File: config.mk
export PLATFORM = sky130hd
export DESIGN_NAME = dir_counter
export DESIGN_NICKNAME = d
export VERILOG_FILES = /design/src/rtl/dir_counter.sv
export SDC_FILE = /design/constraint.sdc
export NUM_CORES = 1
export LEC_CHECK = 0
export ABC_AREA = 1
export BUFFER_PORTS_ARGS = -buffer_cell sky130_fd_sc_hd__buf_2
export CAP_MARGIN = 20
export CORE_MARGIN = 10
export CORE_UTILIZATION = 43
export DETAILED_ROUTE_END_ITERATION = 10
export PLACE_DENSITY_LB_ADDON = 0.1
export SYNTH_ARGS = -nofsm -noshare
export SYNTH_HDL_FRONTEND = slang
export SYNTH_SLANG_ARGS = --single-unit
export TNS_END_PERCENT = 5
File: constraint.sdc
create_clock -name dir_cnt_fsys -period 1.55 [get_ports dir_cnt_fsys]
set_input_delay 0.0775 -clock dir_cnt_fsys [delete_from_list [all_inputs] [get_ports dir_cnt_fsys]]
set_output_delay 0.0775 -clock dir_cnt_fsys [all_outputs]
set_load 0.01 [all_outputs]
File: src/rtl/dir_counter.sv
// Up/down counter stepped by rising edges of a same-clock tick, with run/stop, load, wrap/saturate.
// Latency: count/tc update on the same edge where tick is first sampled high; state is registered.
// Backpressure: none; every tick rising edge is consumed (stepped, ignored in STOP, or swallowed by load).
module dir_counter #(
    parameter int WIDTH   = 8,
    parameter int MAX_VAL = 255
) (
    input  logic             dir_cnt_fsys,
    input  logic             dir_cnt_rst,
    input  logic             dir_cnt_tick,
    input  logic             dir_cnt_en,
    input  logic             dir_cnt_dir,
    input  logic             dir_cnt_mode,
    input  logic             dir_cnt_load,
    input  logic [WIDTH-1:0] dir_cnt_load_val,
    output logic [WIDTH-1:0] dir_cnt_count,
    output logic             dir_cnt_tc,
    output logic [1:0]       dir_cnt_state
);

    typedef enum logic [1:0] {
        ST_STOP = 2'b00,
        ST_UP   = 2'b01,
        ST_DOWN = 2'b10
    } state_t;

    // Upper bound as a WIDTH-bit constant so every compare is against MAX_VAL, not the natural wrap point.
    localparam logic [WIDTH-1:0] MAX_C = WIDTH'(MAX_VAL);
    localparam logic [WIDTH-1:0] ONE_C = WIDTH'(1);
    localparam logic [WIDTH-1:0] ZERO_C = '0;

    state_t           state_q, state_d;
    logic [WIDTH-1:0] count_q, count_d;
    logic             tc_q, tc_d;
    logic             tick_d_q;
    logic             tick_rise;

    assign tick_rise = dir_cnt_tick & ~tick_d_q;

    // Next state follows en/dir directly; UP and DOWN swap without passing through STOP.
    always_comb begin
        state_d = ST_STOP;
        if (dir_cnt_en) begin
            state_d = dir_cnt_dir ? ST_UP : ST_DOWN;
        end
    end

    // Count/tc next value: load beats step beats hold; step direction comes from the pre-edge state.
    always_comb begin
        count_d = count_q;
        tc_d    = 1'b0;
        if (dir_cnt_load) begin
            count_d = (dir_cnt_load_val > MAX_C) ? MAX_C : dir_cnt_load_val;
        end else if (tick_rise) begin
            case (state_q)
                ST_UP: begin
                    if (count_q >= MAX_C) begin
                        if (!dir_cnt_mode) begin
                            count_d = ZERO_C;
                            tc_d    = 1'b1;
                        end
                    end else begin
                        count_d = count_q + ONE_C;
                        tc_d    = dir_cnt_mode && (count_q == MAX_C - ONE_C);
                    end
                end
                ST_DOWN: begin
                    if (count_q == ZERO_C) begin
                        if (!dir_cnt_mode) begin
                            count_d = MAX_C;
                            tc_d    = 1'b1;
                        end
                    end else begin
                        count_d = count_q - ONE_C;
                        tc_d    = dir_cnt_mode && (count_q == ONE_C);
                    end
                end
                default: begin
                    count_d = count_q;
                end
            endcase
        end
    end

    // All state, including the tick delay flop, clears immediately on reset.
    always_ff @(posedge dir_cnt_fsys or negedge dir_cnt_rst) begin
        if (!dir_cnt_rst) begin
            state_q  <= ST_STOP;
            count_q  <= '0;
            tc_q     <= 1'b0;
            tick_d_q <= 1'b0;
        end else begin
            state_q  <= state_d;
            count_q  <= count_d;
            tc_q     <= tc_d;
            tick_d_q <= dir_cnt_tick;
        end
    end

    assign dir_cnt_count = count_q;
    assign dir_cnt_tc    = tc_q;
    assign dir_cnt_state = state_q;

endmodule

**Yosys cells after proc, flatten, opt, wreduce, memory -nomap -nowiden**

Index checks and enable logic that the tools add are counted.

- Register bits: 12
- Bits of input ports: 15
- Output and inout bits: 11

- Add/subtract/negate cells: 2
- $lt $le $gt $ge: 2
- Equal/unequal tests: 6
- Mux-type cells: 16
- Bitwise operators: 2
- Reduce and logical (&&, ||, !) cells: 6

Operators with widths:

| kind | number |
|---|---|
| 8-bit 2-to-1 mux | 7 |
| 8-bit one-hot mux with 2 select lines | 1 |
| 8-bit by 1-bit adder with 8-bit output, second input constant | 1 |
| 8-bit by 1-bit == test with 1-bit output, second input constant | 1 |
| 8-bit == test, second input constant | 1 |
| 8-bit >= comparator, second input constant | 1 |
| 8-bit > comparator, second input constant | 1 |
| 8-bit zero test | 1 |
| 4-bit != test, second input constant | 2 |
| 8-bit by 1-bit subtractor with 8-bit output, second input constant | 1 |
| 1-bit 2-to-1 mux | 5 |
| 2-bit 2-to-1 mux | 2 |
| 4-bit AND reduction | 1 |
| 3-bit nonzero test | 1 |
| 2-bit by 1-bit == test with 1-bit output, second input constant | 1 |
| 2-bit == test, second input constant | 1 |
| 1-bit logical AND | 2 |
| 1-bit one-hot mux with 2 select lines | 1 |
| 2-bit nonzero test | 1 |
| 1-bit AND | 1 |
| 1-bit NOT | 1 |

**Logic depth before layout (Yosys ltp)**

Gate-level depths: netlist of the first run.

- Depth in word-level cells: 6
- Gate-level depth with buffers: 11
- Depth with buffers taken out: 11

**Worst setup path after synthesis of the first run**

No wires, ideal clock.

- Path type: reg-to-reg
- Start: register count_q[0] (netlist: dir_cnt_count[0])
- End: register count_q[1] (netlist: dir_cnt_count[1])
- Setup time: 124 ps
- Arrival time: 1422 ps
- Setup slack: 4 ps
- Stages on the path, launching flop included: 9
- Clock period less this slack: 1546 ps
- Cells stage by stage: dfrtp_1 ha_1 inv_1 nor2_8 nand4_1 nand3_2 buf_6 a21boi_1 o21ai_1

- Cells in the longest elaborated chain, start to end: 5
- Elaborated cells on any way between the ends: 12

RTL lines:

| element | line | source |
|---|---|---|
| from (decl) | 33 | `logic [WIDTH-1:0] count_q, count_d;` |
| from (signal assigned) | 94 | `count_q <= count_d;` |
| 8-bit by 1-bit subtractor with 8-bit output (tied with other cells) | 74 | `count_d = count_q - ONE_C;` |
| 8-bit 2-to-1 mux (on tied branches) | 68, 57 |  |
| 8-bit one-hot mux with 2 select lines | 55 | `case (state_q)` |
| 8-bit 2-to-1 mux | 54 | `end else if (tick_rise) begin` |
| 8-bit 2-to-1 mux | 52 | `if (dir_cnt_load) begin` |

Several ways; a longest one is shown, not always the timed one. The select of a mux whose other input is x is not followed.
A chain may end at the register's enable or synchronous reset.

**Worst setup path after layout of the first run**

- Start: register count_q[1] (netlist: dir_cnt_count[1])
- End: register count_q[3] (netlist: dir_cnt_count[3])

The elaborated chain is that of the path after synthesis.

==> impl_metrics.toml, run 1 <==
[sta]
fmax_mhz = 648
fin_crit_sh_pct = 99.6
setup_viol_count_final = 0
worst_slack_ns = 0.00623
slew_headroom_pct = 79.3
worstMarginPinSlew_ns = 0.311
hold_violations = 0
fin_crit_ns = 1.54
slew_violations = 0
rsz0062_at_grt = "yes"
clock_skew_ns = 0.00169
setup_tns_ns = 0

[yosys]
seq_area_frac_synth_pct = 25.0
synth_top_flop_cell = "dfrtp_1"
synth_edf_count = 0
synth_top_area_cell = "dfrtp_1"
ys_ff_latch = 12
syn_area_um2 = 1200
ys_warn_count = 0
synth_nets = 210
synth_top_area_share_pct = 25.0
ys_types = 26
synthCells = 188
async_flop_share_pct = 100
synthTopCellsByArea = "dfrtp_1, nand2_1, inv_1"
syn_avg_cell_area_um2 = 6.40

[place]
post_dp_cell_area_um2 = 1460
dpl.hpwl_um = 2950
dp.cells = 257
dp_worst_setup_slack_ns = -0.0535
gp_congestion = 1.01
io_buffers = 25

[clock_tree]
clock_sink_count = 12
cts-root-buf = "clkbuf_4"
htree_levels = 1
clk_latency_ns = 0.28
cts_tree = "built"
path_clk_slew_ns = 0.08
cts_buffer_depth = 2
cts_buffers = 3

[global_routing]
met3_usage_pct = 2.99
grt_start_max_net_pins = 13
met1_usage_pct = 18.7
antenna_found_initial = 0
first_global_vias = 1349
top_usage_layer = "met2"
grt_usage_pct = 14.3
grt_overflow = 0
met2_usage_pct = 22.3
grt_pass1_wl_um = 6210

[setup_path]
cp-end-kind = "flop"
startpoint_type = "flop"
crit_type = "flop to flop"
cp_max_fo = 5
cp.required_ns = 1.76
cp.arrival_ns = 1.75

[power]
p_sw_share_pct = 42.8
pwr-share-comb_pct = 52.4
power.switching_uw = 634
p_seq_share_pct = 30.2
ir_drop_mv = 0.685
p_leak_nw = 0.901
powerDensity_nw_per_um2 = 876
p_clk_share_pct = 17.5
p_int_uw = 848

[routing]
routed_via_density = 5.10
drtPass1Iterations = 4
vias = 1392
drc = 0
wl_per_cell_um = 14.2
ant_nets = 0
drtIter0Drc = 137
finalWirelength_um = 3890

[layout]
nFillCells = 257
nNetsFinal = 265
drive_gt1_share_pct = 37.6
n_antenna_cell = 0
final_core_util_pct = 62.4
finalNonFillerCells = 273
syn_to_final_growth_pct = 40.7
final_area_um2 = 1690

[min_path]
min_path_type = "input pin to flop"

[die]
dieWidth_um = 72.9
start_util_pct = 44.4
rows = 19
dieArea_um2 = 5310
core_area_um2 = 2710
io_pins = 26
die_y_um = 72.9

[flow_run]
maxCapViolCount = 0

[run_status]
status = "complete, no violations"
==> sequential cells by signal, indices dropped and copies added, names as in the netlist <==
register       cells
dir_cnt_tc         1
dir_cnt_state      2
dir_cnt_count      8
tick_d_q           1
==> kinds of logic (layout without fill, tap and decap cells) <==
kind of cell	after synthesis	in the layout	share of synthesized area (%)
AND/OR/NAND/NOR	111	111	42.2
adder cells (fa/ha/maj)	7	7	7.28
buffers and inverters	34	88	13.9
AO/OA/AOI/OAI	23	23	10.8
flip-flops	12	12	25.0
XOR/XNOR	1	1	0.729
==> critical path: stages (launching register included) <==
cell and delay, ns:
dfrtp_1 0.44, ha_2 0.22, inv_2 0.10, nor2_8 0.05, nand2_1 0.11, nand2_1 0.10
o21ai_0 0.27, nor3_2 0.08, nor2_1 0.10
==> layout make-up <==
type                            count  area [um^2]  area share (%)
Tap cell                           31         38.8            2.29
Sequential cell                    12          305            18.0
Inverter                           28          105            6.21
Clock buffer                        4         36.3            2.14
Timing Repair Buffer               56          390            23.1
Multi-Input combinational cell    142          816            48.2
==> synthesized netlist by cell type (2+ instances only) <==
library cell  count
nor2_2            2
o211ai_1          2
buf_6             4
nand4_1           3
nor2_1           23
ha_1              7
a21oi_1           5
nor3_1            2
o21ai_0          12
nor2_4            2
dfrtp_1          12
nand3_1          21
nand2_1          53
inv_1            28
==> per-stage QoR <==
step           total power, mW  hold slack (ns)
5_1_grt                   1.59           0.0635
6_report                  1.48           0.0163
2_1_floorplan            0.842           -0.218
3_3_place_gp              1.08          -0.0262
4_1_cts                   1.37           0.0105
3_5_place_dp              1.09          -0.0240
==> worst paths after layout <==
| path | to | cells after the start | start | slack, ns |
|---|---|---|---|---|
| min reg2reg | dir_cnt_tc | 3 | tick_d_q | 0.52 |
| max reg2reg | dir_cnt_count[3] | 8 | dir_cnt_count[1] | 0.006 |
| max | dir_cnt_count[3] | 8 | dir_cnt_count[1] | 0.006 |
| min in group asynchronous | dir_cnt_count[6] | 2 | dir_cnt_rst | 0.20 |
| min | dir_cnt_count[0] | 3 | dir_cnt_load_val[0] | 0.02 |
| max in group asynchronous | dir_cnt_count[4] | 2 | dir_cnt_rst | 1.11 |
==> routing by layer <==
layer | share of wire [%] | wire [um] | vias to the layer above
met3 | 8.0 | 311 | 4
li1 | - | - | 705
met2 | 47 | 1840 | 56
met1 | 43 | 1680 | 627
met5 | 0 | 0 | -
met4 | 1.3 | 51 | 0
==> power groups by stage <==
stage	Combinational, mW	Sequential (mW)	Clock, mW
after detailed placement	0.650	0.443	0
after floorplan	0.397	0.445	0
after CTS	0.665	0.438	0.267
final	0.776	0.447	0.259
after global placement	0.644	0.440	0
after global routing	0.860	0.451	0.278
==> repair_timing <==
item                                    in CTS  in global routing
hold buffers                                 5                  0
hold endpoints to repair                    15                  0
pin swaps                                    1                  5
gates resized for setup                      5                 31
endpoints found under the setup margin       7                  9
setup buffers                                0                  7
==> placed cells by master (no fill, tap or decap), types with 3 or more instances in the layout <==
| cell | instances |
|---|---|
| ha_1 | 3 |
| dfrtp_2 | 4 |
| clkbuf_4 | 3 |
| o21ai_0 | 9 |
| dlygate4sd3_1 | 5 |
| nand4_1 | 3 |
| dfrtp_1 | 8 |
| inv_1 | 20 |
| nor2_4 | 4 |
| buf_2 | 25 |
| o21ai_1 | 4 |
| nor2_2 | 5 |
| a21oi_1 | 5 |
| nand2_1 | 52 |
| nor2_1 | 18 |
| inv_2 | 8 |
| buf_4 | 23 |
| nand3_1 | 19 |
Note: power is estimated with default switching activity, not from simulation.
==> inputs of run 2 (changes only) <==
==> constraint.sdc (replaced) <==
create_clock -name dir_cnt_fsys -period 1.55 [get_ports dir_cnt_fsys]
set_input_delay 0.31 -clock dir_cnt_fsys [delete_from_list [all_inputs] [get_ports dir_cnt_fsys]]
set_output_delay 0.31 -clock dir_cnt_fsys [all_outputs]
set_load 0.01 [all_outputs]
==> run 2 against run 1 <==
Cell area decreased by 2.4%. First-iteration DRC count increased by 23%. Non-clock buffer count decreased by 4. Maximum frequency is 0.25% higher. Clock skew up 0.0019 ns. Setup slack better by 0.0039 ns. Cell count down 1.5%. Via count down 1.2%. Global-route usage fell by 0.17 points. Critical endpoint unchanged.
==> impl_metrics.toml, run 2 (synthesis gave the netlist of run 1 again) <==
[setup_path]
path_cells = "ha_2 -> inv_2 -> nor2_8 -> nand2_1 -> nand2_1 -> o21ai_0 -> nor3_2 -> nor2_1"
r2r_start = "dir_cnt_count[1]"
rr_endpoint = "dir_cnt_count[3]"
max_stage_delay_ns = 0.44
critPathCapture = "dir_cnt_count[3]"
path_buf_inv = 1
cp_top_family = "simple AND/OR/NAND/NOR gates"
crit_type = "flop to flop"
r2r_slack_ns = 0.01
critPathLaunch = "dir_cnt_count[1]"
cp-end-kind = "flop"
reg2reg_depth = 8
cp.arrival_ns = 1.75
startpoint_type = "flop"
cp_max_fo = 5
worst_path_max_delay_cell = "dfrtp_1"
cp.depth = 8
cp.required_ns = 1.76
path_common_cell = "nand2_1"

[power]
p_leak_nw = 0.883
ir_drop_mv = 0.682
powerDensity_nw_per_um2 = 893

[sta]
setup_viol_count_final = 0
setup_tns_ns = 0
worstMarginPinSlew_ns = 0.326
hold_violations = 0
slew_violations = 0
fin_crit_ns = 1.54
fin_crit_sh_pct = 99.3
clock_skew_ns = 0.00359
worst_slack_ns = 0.0101
slew_headroom_pct = 78.3
rsz0062_at_grt = "yes"
fmax_mhz = 649

[routing]
drc = 0
wl_per_cell_um = 14.3
drtPass1Iterations = 4
routed_via_density = 5.11
drtIter0Drc = 169
finalWirelength_um = 3840
ant_nets = 0
vias = 1375

[place]
post_dp_cell_area_um2 = 1460
io_buffers = 25
dpl.hpwl_um = 2950
gp_congestion = 1.01
dp.cells = 257
dp_worst_setup_slack_ns = -0.0535

[global_routing]
first_global_vias = 1321
grt_start_max_net_pins = 13
grt_usage_pct = 14.2
grt_overflow = 0
grt_pass1_wl_um = 6140
antenna_found_initial = 0

[clock_tree]
path_clk_slew_ns = 0.08
cts_tree = "built"
cts-root-buf = "clkbuf_4"
clock_sink_count = 12
cts_buffers = 3
htree_levels = 1
clk_latency_ns = 0.28
cts_buffer_depth = 2

[layout]
multi_input_area_um2 = 816
final_cell_mix = "nand2_1, buf_2, buf_4, inv_1, nand3_1"
finalNonFillerCells = 269
drive_gt1_share_pct = 38.2
nFillCells = 261
register_area_um2 = 305
syn_to_final_growth_pct = 37.4
final_area_um2 = 1650
nNetsFinal = 261
largest_reg_flops = 8
n_antenna_cell = 0
final_common_cell = "nand2_1"

[die]
dieWidth_um = 72.9
core_area_um2 = 2710
die_y_um = 72.9
io_pins = 26
start_util_pct = 44.4
dieArea_um2 = 5310
rows = 19

[min_path]
min_path_type = "input pin to flop"

[flow_run]
maxCapViolCount = 0

[run_status]
status = "complete, no violations"
==> run 2: final cells by class <==
| cell class | count | share of cell area, % |
|---|---|---|
| Clock buffer | 4 | 2.20 |
| Inverter | 28 | 6.36 |
| Multi-Input combinational cell | 142 | 49.4 |
| Sequential cell | 12 | 18.5 |
| Tap cell | 31 | 2.35 |
| Timing Repair Buffer | 52 | 21.2 |
==> run 2: worst min path at each step <==
stage,startpoint,cells past startpoint,end
floorplan,dir_cnt_rst,0,dir_cnt_count[0]
global placement,dir_cnt_rst,1,dir_cnt_count[4]
detailed placement,dir_cnt_rst,1,dir_cnt_count[5]
CTS,dir_cnt_tick,1,tick_d_q
global route,dir_cnt_tick,1,tick_d_q
finish,dir_cnt_tick,1,tick_d_q
==> run 2: report_power, final <==
group	switching (mW)	internal [mW]	total, mW	leakage [nW]
sequential	0.0863	0.361	0.447	0.142
combinational	0.430	0.337	0.767	0.720
clock	0.118	0.143	0.261	0.0210
total	0.634	0.841	1.47	0.883
==> run 2: timing repair <==
| action | in CTS | in global routing |
|---|---|---|
| buffers inserted | 0 | 7 |
| hold endpoints to repair | 12 | 0 |
| setup endpoints to repair | 7 | 9 |
| hold buffers | 1 | 0 |
| pin swaps | 1 | 5 |
| resized for setup | 5 | 31 |
==> run 2: stage by stage <==
step / hold WS (ns) / utilization, % / power, mW
2_1_floorplan: 0.0144 / - / 0.842
3_3_place_gp: 0.206 / 53.8 / 1.08
3_5_place_dp: 0.208 / 53.8 / 1.09
4_1_cts: 0.138 / 55.7 / 1.36
5_1_grt: 0.148 / 60.9 / 1.58
6_report: 0.147 / 60.9 / 1.47
==> run 2: per-layer routing <==
layer | up-vias | global-route usage [%] | wire length (um) | part of all wire [%]
met3 | 4 | 2.99 | 288 | 7.5
met1 | 630 | 18.7 | 1720 | 45
met2 | 45 | 21.7 | 1780 | 46
li1 | 696 | - | - | -
met5 | - | 0 | 0 | 0
met4 | 0 | 5.91 | 51 | 1.3
